<file path="config.mk">
export PLATFORM = sky130hd
export DESIGN_NAME = alu_arbiter
export DESIGN_NICKNAME = d
export VERILOG_FILES = /design/src/rtl/alu_arbiter.sv
export SDC_FILE = /design/constraint.sdc
export NUM_CORES = 1
export LEC_CHECK = 0
export ABC_CLOCK_PERIOD_IN_PS = 4700
export CAP_MARGIN = 0
export CORE_MARGIN = 8
export CORE_UTILIZATION = 24
export DETAILED_ROUTE_END_ITERATION = 10
export DONT_BUFFER_PORTS = 1
export PLACE_DENSITY = 0.45
export SETUP_SLACK_MARGIN = 0.1
export SYNTH_ARGS = -nofsm -noshare
export SYNTH_HDL_FRONTEND = slang
export SYNTH_SLANG_ARGS = --single-unit
</file>
<file path="constraint.sdc">
create_clock -name clk_i -period 4.7 [get_ports clk_i]
set_input_delay 1.175 -clock clk_i [delete_from_list [all_inputs] [get_ports clk_i]]
set_output_delay 1.175 -clock clk_i [all_outputs]
set_load 0.05 [all_outputs]
</file>
<file path="src/rtl/alu_arbiter.sv">
// alu_arbiter
//
// Shares one external combinational ALU between NUM_REQ requesters. A
// round-robin arbiter picks one pending request in IDLE and registers its
// operands and op code onto the alu_* outputs. In EXEC the ALU result is
// captured. In RESP the result is returned with the requester index.
//
// Handshake semantics (both channels): a transfer happens on a rising clk_i
// edge where valid and ready are both high. A source holds valid and its
// payload stable until the transfer. Request sources may withdraw valid
// before acceptance, in which case the request never happened. Ready never
// depends on the same channel's payload, and rsp_ready_i has no
// combinational path to any output.
//
// Ports:
//   clk_i, rst_ni              clock (rising edge), async active-low reset
//   req_valid_i[NUM_REQ]       per-requester request valid
//   req_ready_o[NUM_REQ]       per-requester accept, one-hot or zero
//   req_data1_i / req_data2_i  packed operands, requester k at [k*DATA_W +: DATA_W]
//   req_op_i                   packed op codes, requester k at [k*OP_W +: OP_W]
//   alu_data1_o / alu_data2_o  registered ALU operands
//   alu_op_o                   registered ALU op code
//   alu_result_i               ALU combinational result
//   rsp_valid_o / rsp_ready_i  response handshake
//   rsp_id_o                   index of the requester being answered
//   rsp_result_o               registered result
//   busy_o                     high in EXEC or RESP
//   ops_done_o                 completed-operation counter, wraps at 16 bits
//
// FSM state is fully observable: busy_o = (EXEC or RESP), rsp_valid_o = RESP.

module alu_arbiter #(
  parameter int NUM_REQ = 4,
  parameter int DATA_W  = 32,
  parameter int OP_W    = 2,
  parameter int ID_W    = $clog2(NUM_REQ)
) (
  input  logic                      clk_i,
  input  logic                      rst_ni,
  input  logic [NUM_REQ-1:0]        req_valid_i,
  output logic [NUM_REQ-1:0]        req_ready_o,
  input  logic [NUM_REQ*DATA_W-1:0] req_data1_i,
  input  logic [NUM_REQ*DATA_W-1:0] req_data2_i,
  input  logic [NUM_REQ*OP_W-1:0]   req_op_i,
  output logic [DATA_W-1:0]         alu_data1_o,
  output logic [DATA_W-1:0]         alu_data2_o,
  output logic [OP_W-1:0]           alu_op_o,
  input  logic [DATA_W-1:0]         alu_result_i,
  output logic                      rsp_valid_o,
  input  logic                      rsp_ready_i,
  output logic [ID_W-1:0]           rsp_id_o,
  output logic [DATA_W-1:0]         rsp_result_o,
  output logic                      busy_o,
  output logic [15:0]               ops_done_o
);

  typedef enum logic [1:0] {
    S_IDLE = 2'd0,
    S_EXEC = 2'd1,
    S_RESP = 2'd2
  } state_e;

  state_e              state_q, state_d;
  logic [ID_W-1:0]     last_grant_q, last_grant_d;
  logic [DATA_W-1:0]   alu_data1_q, alu_data1_d;
  logic [DATA_W-1:0]   alu_data2_q, alu_data2_d;
  logic [OP_W-1:0]     alu_op_q, alu_op_d;
  logic [ID_W-1:0]     rsp_id_q, rsp_id_d;
  logic [DATA_W-1:0]   rsp_result_q, rsp_result_d;
  logic [15:0]         ops_done_q, ops_done_d;

  logic                grant_found;
  logic [ID_W-1:0]     grant_idx;
  logic [ID_W-1:0]     cand;
  logic [NUM_REQ-1:0]  req_ready;

  // Round-robin search: start one past the last winner and wrap, so a
  // requester that was just served is considered last.
  always_comb begin
    grant_found = 1'b0;
    grant_idx   = '0;
    cand        = '0;
    for (int i = 1; i <= NUM_REQ; i++) begin
      cand = ID_W'((int'(last_grant_q) + i) % NUM_REQ);
      if (!grant_found && req_valid_i[cand]) begin
        grant_found = 1'b1;
        grant_idx   = cand;
      end
    end
  end

  always_comb begin
    state_d      = state_q;
    last_grant_d = last_grant_q;
    alu_data1_d  = alu_data1_q;
    alu_data2_d  = alu_data2_q;
    alu_op_d     = alu_op_q;
    rsp_id_d     = rsp_id_q;
    rsp_result_d = rsp_result_q;
    ops_done_d   = ops_done_q;
    req_ready    = '0;

    case (state_q)
      S_IDLE: begin
        // The winner is by construction valid, so asserting its ready bit
        // completes the request handshake on this edge.
        if (grant_found) begin
          req_ready[grant_idx] = 1'b1;
          last_grant_d         = grant_idx;
          rsp_id_d             = grant_idx;
          alu_data1_d          = req_data1_i[grant_idx*DATA_W +: DATA_W];
          alu_data2_d          = req_data2_i[grant_idx*DATA_W +: DATA_W];
          alu_op_d             = req_op_i[grant_idx*OP_W +: OP_W];
          state_d              = S_EXEC;
        end
      end
      S_EXEC: begin
        rsp_result_d = alu_result_i;
        state_d      = S_RESP;
      end
      S_RESP: begin
        // Always return to IDLE: no request is accepted in the same cycle
        // as a response handshake.
        if (rsp_ready_i) begin
          ops_done_d = ops_done_q + 16'd1;
          state_d    = S_IDLE;
        end
      end
      default: begin
        state_d = S_IDLE;
      end
    endcase
  end

  always_ff @(posedge clk_i or negedge rst_ni) begin
    if (!rst_ni) begin
      state_q      <= S_IDLE;
      last_grant_q <= ID_W'(NUM_REQ - 1);
      alu_data1_q  <= '0;
      alu_data2_q  <= '0;
      alu_op_q     <= '0;
      rsp_id_q     <= '0;
      rsp_result_q <= '0;
      ops_done_q   <= '0;
    end else begin
      state_q      <= state_d;
      last_grant_q <= last_grant_d;
      alu_data1_q  <= alu_data1_d;
      alu_data2_q  <= alu_data2_d;
      alu_op_q     <= alu_op_d;
      rsp_id_q     <= rsp_id_d;
      rsp_result_q <= rsp_result_d;
      ops_done_q   <= ops_done_d;
    end
  end

  // The grant is combinational from req_valid_i, so it is gated by reset
  // to keep every output at zero while rst_ni is low.
  assign req_ready_o  = rst_ni ? req_ready : '0;
  assign alu_data1_o  = alu_data1_q;
  assign alu_data2_o  = alu_data2_q;
  assign alu_op_o     = alu_op_q;
  assign rsp_valid_o  = (state_q == S_RESP);
  assign rsp_id_o     = rsp_id_q;
  assign rsp_result_o = rsp_result_q;
  assign busy_o       = (state_q != S_IDLE);
  assign ops_done_o   = ops_done_q;

endmodule

</file>
==> summary.md, run 1 <==
| Metric | Value |
|---|---|
| Setup ws final | 1.279 ns |
| Max-slew violations | 0 |
| Final antenna-violating net count | 0 |
| Total GRT Usage | 14.99% |
| Site row count | 62 |
| Clock root buffer master | clkbuf_16 |
| Status | completed |
| CP endpoint kind | output pin |
| Most common cell after layout, fill and taps aside | dfrtp_1 |
| Total power | 7.107 mW |
| H-tree levels | 4 |
| CP Data Arrival Time | approximately 2.3 ns |
| Wl on met1 | 10160 um |
| Headroom to the max-slew limit | 37.39% |
| Vias post-DR | roughly 5.8k |
| Detailed Place HPWL | 19210 um |
| CTS buffer count | 17 |
| Core Util, Final | 27.56% |
| Setup Buffers After CTS | 0 |
| Starting Density | between 20% and 30% |
| RSZ-0062 raised after global routing | false |
| Mapped Area | 6862 sq um |
| Sw frac | 53.56% |
| Final setup vio count | 0 |
| Pwr dens | 908.2 nW/um^2 |
| Die Y | 185.1 um |
| WL/cell | 27.31 um |
| Crit Path Category | in -> out |
| Cts repair resizes | 0 |
| Met3 wire len | 3313 um |
| Grt ovf | 0 |
| Max VDD drop | 0.0002841 V |
| Clock buffer depth | 2 |
| Final wirelength | 27280 um |
| Syn nets | 943 |
| Cell Int Power | 3.300 mW |
| Pre-CTS WS | roughly 1.2 ns |
| Clk slew on worst S/H paths | 0.07 ns |
| Max_cap viols | 0 |
| Top-area cell type share of the netlist area | 43.03% |
| Period Utilization, post-route | between 70 and 80% |
| First drt pass iteration count | 6 |
| IO Port Bufs | 0 |
| Die area | 34260 sq um |
| Post-synth EDFFs | 0 |
| Synth Area per Inst | 10.74 sq um |
| Area of the core | 28390 sq um |
| Slew at the pin closest to its max-slew limit | 0.9370 ns |
| Initial antenna violation count | 4 |
| Layout cells sized above 1 | 18.82% |
| TNS Setup | 0 ns |
| Synth cell types | 38 |
| # IOs | 425 |
| Post-Syn Instances | approximately 640 |
| Pin count of the biggest net entering global routing | between 100 and 150 |
| CP Launch Type | input port |
| Worst Hold Slack | 0.4531 ns |
| Clock Sinks | 120 |
| Sequential fraction of the synthesis area | 43.80% |
| Vias in the first global route | between 6k and 7k |
| Sw Pwr | 3.806 mW |
| Hold Vio Cnt, Final | 0 |
| Hold buffers post-CTS | 0 |
| # placed instances | slightly below 1k |
| Top cells by area, synth | dfrtp_1 43%, a221o_1 9.6%, mux2_2 8.4% |
| Synthesized flop and latch total | 120 |
| CTS tree | built |
| Combinational fraction of design power | 30.9% |
| Drt initial violations | around 370 |
| Ys flop type | dfrtp_1 |
| DP Area | 7192 sq um |
| Die width | 185.1 um |
| Ys async rst share | 100.0% |
| Metal2 WL | 13070 um |
| Hold/Removal Path Class | in -> async |
| Worst Path Required | 3.52 ns |
| Clock power frac | 19.9% |
| Minimum clock period | roughly 3.4 ns |
| Cell Count, Final, Fillers Out | 999 |
| Worst clock skew | 0.009360 ns |
| Via density | 5.759 |
| Leakage | just over 3 nW |
| Syn. warnings | 0 |
| Placer Congestion | around 0.83 |
| Nets | 902 |
| Final Instance Area | between 7000 and 8000 sq um |
| Area grow syn2layout | 14.04% |
| DRC | 0 |
| First-pass GRT wire length | 38970 um |
| Worst-skew pair later-pin latency | 0.41 ns |
| Max Clock Freq | 292.3 MHz |
| Largest area contributor in the netlist | dfrtp_1 |
| Seq pwr share | between 40 and 50% |
| Top sig layer | met4 |
| Most frequent cells in the layout | 118 x dfrtp_1, 68 x nand4_1, 68 x a21oi_1 |
| Critical path fanouts, max | 6 |
## critical path: stages
cell and delay (ns):
nor2b_1 0.35, o211a_1 0.28, nand3_1 0.10, nor2_1 0.12
buf_4 0.21
## per-layer routing
metal	vias to the layer above	global-route usage, %
met3	36	6.042
met1	2851	16.83
met2	402	24.82
li1	2464	-
met5	-	0
met4	0	6.562
## registers in the layout, indices dropped and copies added (netlist names)
signal	count
alu_data1_o	32
alu_data2_o	32
alu_op_o	2
last_grant_q	2
ops_done_o	16
rsp_id_o	2
rsp_result_o	32
state_q	2
## cell families (layout without fill, tap and decap cells)
| group | Yosys count | in the layout | synth area share (%) |
|---|---|---|---|
| AOI/OAI and AO/OA | 213 | 213 | 23.10 |
| DFF | 120 | 120 | 43.80 |
| and+or+nand+nor | 113 | 113 | 9.756 |
| muxes | 99 | 99 | 16.25 |
| buffers and inverters | 78 | 50 | 4.996 |
| xor gates and xnor gates | 15 | 15 | 1.915 |
| adders and majority gates | 1 | 1 | 0.1823 |
| other | 0 | 4 | 0 |
## cell usage after synthesis (3+ instances only)
library cell,instances
dfrtp_1,118
a21oi_1,69
nand4_1,68
a221o_1,66
o31ai_1,66
clkbuf_1,55
mux2_2,51
mux2_1,48
nor2_1,11
xnor2_1,10
buf_1,8
nand3_1,8
buf_2,7
nand2_1,7
buf_6,5
xor2_1,5
a21o_1,4
nand2b_1,4
nor2b_1,3
## final timing paths
path / start / to / slack [ns] / cells past startpoint
worst max-delay path: req_valid_i[3] / req_ready_o[3] / 1.28 / 5
worst min-delay path: rst_ni / ops_done_o[15]$_DFFE_PN0P_ / 0.45 / 0
worst max register to register: state_q[1]$_DFFE_PN0P_ / alu_data1_o[22]$_DFFE_PN0P_ / 2.06 / 5
worst min register to register: last_grant_q[0]$_DFFE_PN1P_ / last_grant_q[0]$_DFFE_PN1P_ / 0.53 / 2
max in group asynchronous: rst_ni / last_grant_q[1]$_DFFE_PN1P_ / 4.04 / 0
min in group clk_i: last_grant_q[0]$_DFFE_PN1P_ / last_grant_q[0]$_DFFE_PN1P_ / 0.53 / 2
## power by group through the flow
stage	sequential [mW]	combinational (mW)	clock (mW)
after floorplan	3.31	1.78	0
after global placement	3.54	2.13	0
after detailed placement	3.53	2.22	0
after CTS	3.52	2.21	1.46
after global routing	3.56	2.40	1.51
final	3.50	2.20	1.41
## cell type report
type | instances | area [sq um]
timing repair buffer | 16 | 132.6
antenna | 4 | 10.01
clock buffer | 18 | 439.2
clock inverter | 14 | 183.9
tap | 384 | 480.5
fill | 2982 | 20570
sequential | 120 | 3005
inverter | 2 | 7.507
multi-input combinational | 441 | 3566
(Power assumes the default switching activity.)
==> run 2, diff against run 1 <==
--- a/config.mk
+++ b/config.mk
@@ -5,7 +5,7 @@
 export SDC_FILE = /design/constraint.sdc
 export NUM_CORES = 1
 export LEC_CHECK = 0
-export ABC_CLOCK_PERIOD_IN_PS = 4700
+export ABC_CLOCK_PERIOD_IN_PS = 3400
 export CAP_MARGIN = 0
 export CORE_MARGIN = 8
 export CORE_UTILIZATION = 24
==> constraint.sdc (replaced) <==
create_clock -name clk_i -period 3.4 [get_ports clk_i]
set_input_delay 0.85 -clock clk_i [delete_from_list [all_inputs] [get_ports clk_i]]
set_output_delay 0.85 -clock clk_i [all_outputs]
set_load 0.05 [all_outputs]
==> run 2 against run 1 <==
  * Non-clock buffer count is 6 higher
  * Wire length grew 7.3%
  * Hold slack got worse by 0.33 ns
  * Register-to-register slack got worse by 1.1 ns
  * Die area did not move
  * Count of clock-buffer cells in the layout up 1
  * Global-route usage grew 1.1 points
  * Critical path depth up 1
  * Critical path type is now reg -> out
  * Largest power group unchanged
==> summary.md, run 2 (synthesis results as in run 1) <==
| Metric | Value |
|---|---|
| Layout cells sized above 1 | 19.61% (+0.79 points) |
| M3 GR Usage | 6.591% (+0.55 points) |
| Starting Density | 24.17% (unchanged) |
| CP delay by family, top | simple AND/OR/NAND/NOR gates |
| Hold/Removal Path Class | in -> async |
| RSZ-0062 raised after global routing | false |
| Placer Congestion | 0.8244 (-0.17%) |
| Critical path fanouts, max | 8 (+2) |
| Period Utilization, post-route | 88.60% |
| Worst-skew pair later-pin latency | 0.41 ns (about the same) |
| Clock Sinks | 120 (unchanged) |
| Crit path cell chain | or2_2 -> a21o_4 -> clkinv_1 -> nand2_1 -> nor3_2 -> buf_4 |
| Headroom to the max-slew limit | 40.45% (+3.1 points) |
| Via density | 5.802 (+0.75%) |
| Worst Path Required | 2.55 ns (-0.97 ns) |
| IO Port Bufs | 0 (unchanged) |
| Die area | 34260 sq um (unchanged) |
| Pin count of the biggest net entering global routing | 123 (unchanged) |
| First-pass GRT wire length | 41230 um (+5.8%) |
| Vias post-DR | 5831 (+1.4%) |
| Status | completed |
| Die width | 185.1 um (unchanged) |
| Hold buffers post-CTS | 0 (unchanged) |
| TNS Setup | 0 ns (unchanged) |
| CTS tree | built |
| Area of the core | 28390 sq um (unchanged) |
| CP Launch Type | register |
| CP Data Arrival Time | 2.16 ns (-0.09 ns) |
| Final antenna-violating net count | 0 (unchanged) |
| Pwr dens | 1250 nW/um^2 (+38%) |
| Slowest cell on the critical path | or2_2 |
| Final wirelength | 29290 um (+7.3%) |
| Hold Vio Cnt, Final | 0 (unchanged) |
| Most frequent cells in the layout | 118 x dfrtp_1, 68 x nand4_1, 68 x a21oi_1 |
| Detailed Place HPWL | 20950 um (+9.1%) |
| Setup ws final | 0.3877 ns (-0.8909 ns) |
| CP endpoint kind | output pin |
| CTS buffer count | 17 (unchanged) |
| Nets | 908 (+0.67%) |
| Max_cap viols | 0 (unchanged) |
| First drt pass iteration count | 4 (-2) |
| Setup Buffers After CTS | 0 (unchanged) |
| M1 GR Usage | 18.22% (+1.4 points) |
| Minimum clock period | 3.012 ns |
| Worst clock skew | 0.01112 ns (+0.001760 ns) |
| Busiest grt layer | met2 |
| # IOs | 425 (unchanged) |
| Leakage | 3.140 nW (+1.1%) |
| Cts repair resizes | 0 (unchanged) |
| Multi-input gate area | 3590 sq um (+0.67%) |
| Max-slew violations | 0 (unchanged) |
| Slew at the pin closest to its max-slew limit | 0.8933 ns (-0.04368 ns) |
| DRC | 0 (unchanged) |
| Clock buffer depth | 2 (unchanged) |
| Total power | 9.875 mW (+39%) |
| Crit Path Category | reg -> out |
| Worst Hold Slack | 0.1275 ns (-0.3256 ns) |
| Max VDD drop | 0.0003858 V (+36%) |
| Largest stage delay on the critical path | 0.47 ns (+0.12 ns) |
| Total GRT Usage | 16.12% (+1.1 points) |
| Clock root buffer master | clkbuf_16 |
| Die Y | 185.1 um (unchanged) |
| Storage cell area | 3005 sq um (unchanged) |
| Grt ovf | 0 (unchanged) |
| Final setup vio count | 0 (unchanged) |
| Drt initial violations | 329 (-11%) |
| Most common cell after layout, fill and taps aside | dfrtp_1 |
| # fillers | 3005 (+0.77%) |
| Grt met2 use | 27.14% (+2.3 points) |
| WL/cell | 29.14 um (+6.7%) |
| Area grow syn2layout | 15.10% |
| Vias in the first global route | 6172 (+2.8%) |
| Worst path bufs/invs | 2 (+1) |
| H-tree levels | 4 (unchanged) |
| Max Clock Freq | 332.0 MHz |
| Site row count | 62 (unchanged) |
| Initial antenna violation count | 7 (+3) |
| Clk slew on worst S/H paths | 0.07 ns (about the same) |
| Pre-CTS WS | 0.5386 ns (-0.7031 ns) |
## run 2: power by group
part	leakage, nW	switching [mW]	internal (mW)	total, mW
Combinational	1.37	1.82	1.39	3.21
Clock	0.290	0.748	1.11	1.86
Sequential	1.48	2.76	2.05	4.81
Total	3.14	5.33	4.55	9.88
## run 2: metal layers
| layer | share of wire (%) | routed length [um] |
|---|---|---|
| met5 | 0 | 0 |
| met4 | 1.8 | 515 |
| met3 | 13 | 3673 |
| met2 | 49 | 14290 |
| met1 | 37 | 10800 |
## run 2: per-stage QoR
stage / area [sq um] / cells / utilization, %
global route: 7895 / 1004 / 27.81
global placement: 7298 / 969 / 25.71
CTS: 7888 / 1001 / 27.78
detailed placement: 7298 / 969 / 25.71
finish: 7898 / 1005 / 27.82
floorplan: 6872 / 639 / -
## run 2: cell type report
class / count / area share [%]
antenna: 4 / 0.1267
multi-input combinational: 441 / 45.45
inverter: 2 / 0.09506
sequential: 120 / 38.05
clock inverter: 13 / 1.854
clock buffer: 19 / 5.608
tap: 384 / 6.084
timing repair buffer: 22 / 2.725
## run 2: final timing paths
check                                       startpoint                           end  depth (start not counted)  slack (ns)
max                             state_q[1]$_DFFE_PN0P_                req_ready_o[0]                          6        0.39
min                                             rst_ni  rsp_result_o[19]$_DFFE_PN0N_                          0        0.13
max reg2reg                last_grant_q[0]$_DFFE_PN1P_    alu_data2_o[3]$_DFFE_PN0P_                          6        0.93
min reg2reg                last_grant_q[0]$_DFFE_PN1P_   last_grant_q[0]$_DFFE_PN1P_                          2        0.53
max in group asynchronous                       rst_ni   last_grant_q[0]$_DFFE_PN1P_                          0        3.06
min in group clk_i         last_grant_q[0]$_DFFE_PN1P_   last_grant_q[0]$_DFFE_PN1P_                          2        0.53
==> run 3, diff against run 2 <==
--- a/config.mk
+++ b/config.mk
@@ -7,11 +7,14 @@
 export LEC_CHECK = 0
 export ABC_CLOCK_PERIOD_IN_PS = 3400
 export CAP_MARGIN = 0
-export CORE_MARGIN = 8
+export CELL_PAD_IN_SITES_DETAIL_PLACEMENT = 1
+export CELL_PAD_IN_SITES_GLOBAL_PLACEMENT = 2
+export CORE_MARGIN = 10
 export CORE_UTILIZATION = 24
 export DETAILED_ROUTE_END_ITERATION = 10
 export DONT_BUFFER_PORTS = 1
-export PLACE_DENSITY = 0.45
+export GPL_ROUTABILITY_DRIVEN = 0
+export PLACE_DENSITY = 0.65
 export SETUP_SLACK_MARGIN = 0.1
 export SYNTH_ARGS = -nofsm -noshare
 export SYNTH_HDL_FRONTEND = slang
==> run 3 against run 2 <==
  * Sequential cell count did not move
  * Sequential share of layout area grew 0.28 points
  * Largest cell class unchanged
  * Non-clock buffer count down 4
  * Register-to-register slack got worse by 0.26 ns
  * Final cell count down 1.4%
  * Sequential power about the same
  * Critical endpoint is now req_ready_o[1]
  * Clock skew up 0.0034 ns
  * Critical path depth unchanged
  * Hold slack better by 0.0042 ns
==> summary.md, run 3 (synthesis results as in run 1) <==
| Metric | Value |
|---|---|
| Capturing point of the worst reg2reg path | alu_data2_o[24]$_DFFE_PN0P_ |
| R2R cell count | 6 (unchanged) |
| Slew at the pin closest to its max-slew limit | 0.9021 ns (+0.008794 ns) |
| Worst clock skew | 0.01448 ns (+0.003357 ns) |
| Die area | 35750 sq um (+4.4%) |
| Crit Path Category | reg -> out |
| TNS Setup | 0 ns (unchanged) |
| Via density | 5.888 (+1.5%) |
| Layout cells sized above 1 | 19.25% (-0.36 points) |
| RR Startpoint | state_q[1]$_DFFE_PN0P_ |
| R2R setup slack | 0.67 ns (-0.26 ns) |
| Most frequent cells in the layout | 118 x dfrtp_1, 68 x nand4_1, 68 x a21oi_1 |
| Minimum clock period | 3.042 ns (+0.03010 ns) |
| First drt pass iteration count | 4 (unchanged) |
| DRC | 0 (unchanged) |
| Nets | 904 (-0.44%) |
| Pwr dens | 1258 nW/um^2 (+0.58%) |
| Vias post-DR | 5835 (+0.069%) |
| Worst Path Required | 2.55 ns (about the same) |
| Hold Vio Cnt, Final | 0 (unchanged) |
| Vias in the first global route | 6446 (+4.4%) |
| CP Data Arrival Time | 2.19 ns (+0.03 ns) |
| Max Clock Freq | 328.7 MHz (-0.99%) |
| Status | completed |
| Cell Int Power | 4.510 mW (-0.89%) |
| Grt ovf | 0 (unchanged) |
| ANT cells | 0 (-4) |
| Clock power frac | 18.9% (about the same) |
| CP Launch Type | register |
| Max-slew violations | 0 (unchanged) |
| Max_cap viols | 0 (unchanged) |
| Worst-skew pair later-pin latency | 0.42 ns (about the same) |
| Final setup vio count | 0 (unchanged) |
| Clock buffer depth | 2 (unchanged) |
| Setup Buffers After CTS | 0 (unchanged) |
| DP Area | 7248 sq um (-0.69%) |
| Critical path fanouts, max | 8 (unchanged) |
| Initial antenna violation count | 2 (-5) |
| Pin count of the biggest net entering global routing | 123 (unchanged) |
| Clock Sinks | 120 (unchanged) |
| Cts repair resizes | 0 (unchanged) |
| Area grow syn2layout | 14.26% |
| # IOs | 425 (unchanged) |
| WL/cell | 31.33 um (+7.5%) |
| Starting Density | 24.50% (+0.33 points) |
| Die Y | 189.1 um (+2.2%) |
| RSZ-0062 raised after global routing | false |
| Max VDD drop | 0.0005141 V (+33%) |
| Clk slew on worst S/H paths | 0.07 ns (about the same) |
| H-tree levels | 4 (unchanged) |
| Total power | 9.860 mW (-0.15%) |
| Final Instance Area | 7840 sq um (-0.73%) |
| CTS tree | built |
| CP endpoint kind | output pin |
| Sw frac | 54.26% (+0.34 points) |
| Area of the core | 28010 sq um (-1.3%) |
| Drt initial violations | 391 (+19%) |
| Final antenna-violating net count | 0 (unchanged) |
| Die width | 189.1 um (+2.2%) |
| Seq pwr share | 49.1% (+0.4 points) |
| Clock root buffer master | clkbuf_16 |
| First-pass GRT wire length | 44550 um (+8.0%) |
| Most common cell after layout, fill and taps aside | dfrtp_1 |
| Hold/Removal Path Class | in -> async |
| Hold buffers post-CTS | 0 (unchanged) |
| Period Utilization, post-route | 89.48% (+0.89 points) |
| Site row count | 61 (-1.6%) |
| Sw Pwr | 5.350 mW (+0.47%) |
| Leakage | 3.116 nW (-0.76%) |
| Final wirelength | 31040 um (+6.0%) |
| CTS buffer count | 17 (unchanged) |
| Combinational fraction of design power | 32.1% (-0.4 points) |
| Detailed Place HPWL | 22360 um (+6.7%) |
| Headroom to the max-slew limit | 39.86% (-0.59 points) |
| IO Port Bufs | 0 (unchanged) |
| Total GRT Usage | 16.29% (+0.18 points) |
==> run 3: worst max-delay path by stage <==
stage	startpoint	endpoint	depth (start not counted)
after detailed placement	req_valid_i[3]	alu_data2_o[18]$_DFFE_PN0P_	6
after global routing	state_q[1]$_DFFE_PN0P_	req_ready_o[1]	6
after CTS	state_q[1]$_DFFE_PN0P_	req_ready_o[1]	6
after floorplan	req_valid_i[3]	req_ready_o[0]	5
after global placement	req_valid_i[3]	alu_data2_o[11]$_DFFE_PN0P_	6
final	state_q[1]$_DFFE_PN0P_	req_ready_o[1]	6
==> run 3: cell type report <==
cell class | instances | area [sq um]
Fill cell | 3148 | 20170
Multi-Input combinational cell | 441 | 3577
Sequential cell | 120 | 3005
Tap cell | 378 | 473.0
Clock buffer | 17 | 425.4
Timing Repair Buffer | 18 | 185.2
Clock inverter | 15 | 166.4
Inverter | 2 | 7.507
==> run 3: per-stage QoR <==
step	cells	hold WS, ns	utilization (%)	setup slack, ns
after floorplan	639	0.4906	-	0.07724
after global placement	959	0.5131	25.88	0.5751
after global routing	991	0.09467	27.99	0.2218
after CTS	991	0.1037	27.99	0.3102
final	991	0.1317	27.99	0.3576
after detailed placement	959	0.5451	25.88	0.5043
==> run 3: critical path: stages (launching register included) <==
cell,delay (ns)
dfrtp_1,0.40
or2_2,0.46
a21o_2,0.25
clkinv_1,0.16
nand2_1,0.13
nor3_2,0.15
buf_4,0.23
==> run 3: per-layer routing <==
| metal | up-vias | global-route usage, % | wire length (um) | share of wire, % |
|---|---|---|---|---|
| met5 | - | 0 | 0 | 0 |
| met4 | 0 | 4.701 | 540 | 1.7 |
| met3 | 27 | 7.736 | 3923 | 13 |
| met2 | 390 | 28.69 | 15590 | 50 |
| met1 | 2950 | 16.90 | 10990 | 35 |
| li1 | 2468 | - | - | - |
==> run 3: power groups by stage <==
| stage | Clock [mW] | Sequential (mW) | Combinational (mW) |
|---|---|---|---|
| final | 1.86 | 4.84 | 3.16 |
| after CTS | 1.95 | 4.86 | 3.20 |
| after global routing | 2.00 | 4.93 | 3.43 |
| after floorplan | 0 | 4.57 | 2.46 |
| after detailed placement | 0 | 4.88 | 3.20 |
| after global placement | 0 | 4.88 | 3.01 |
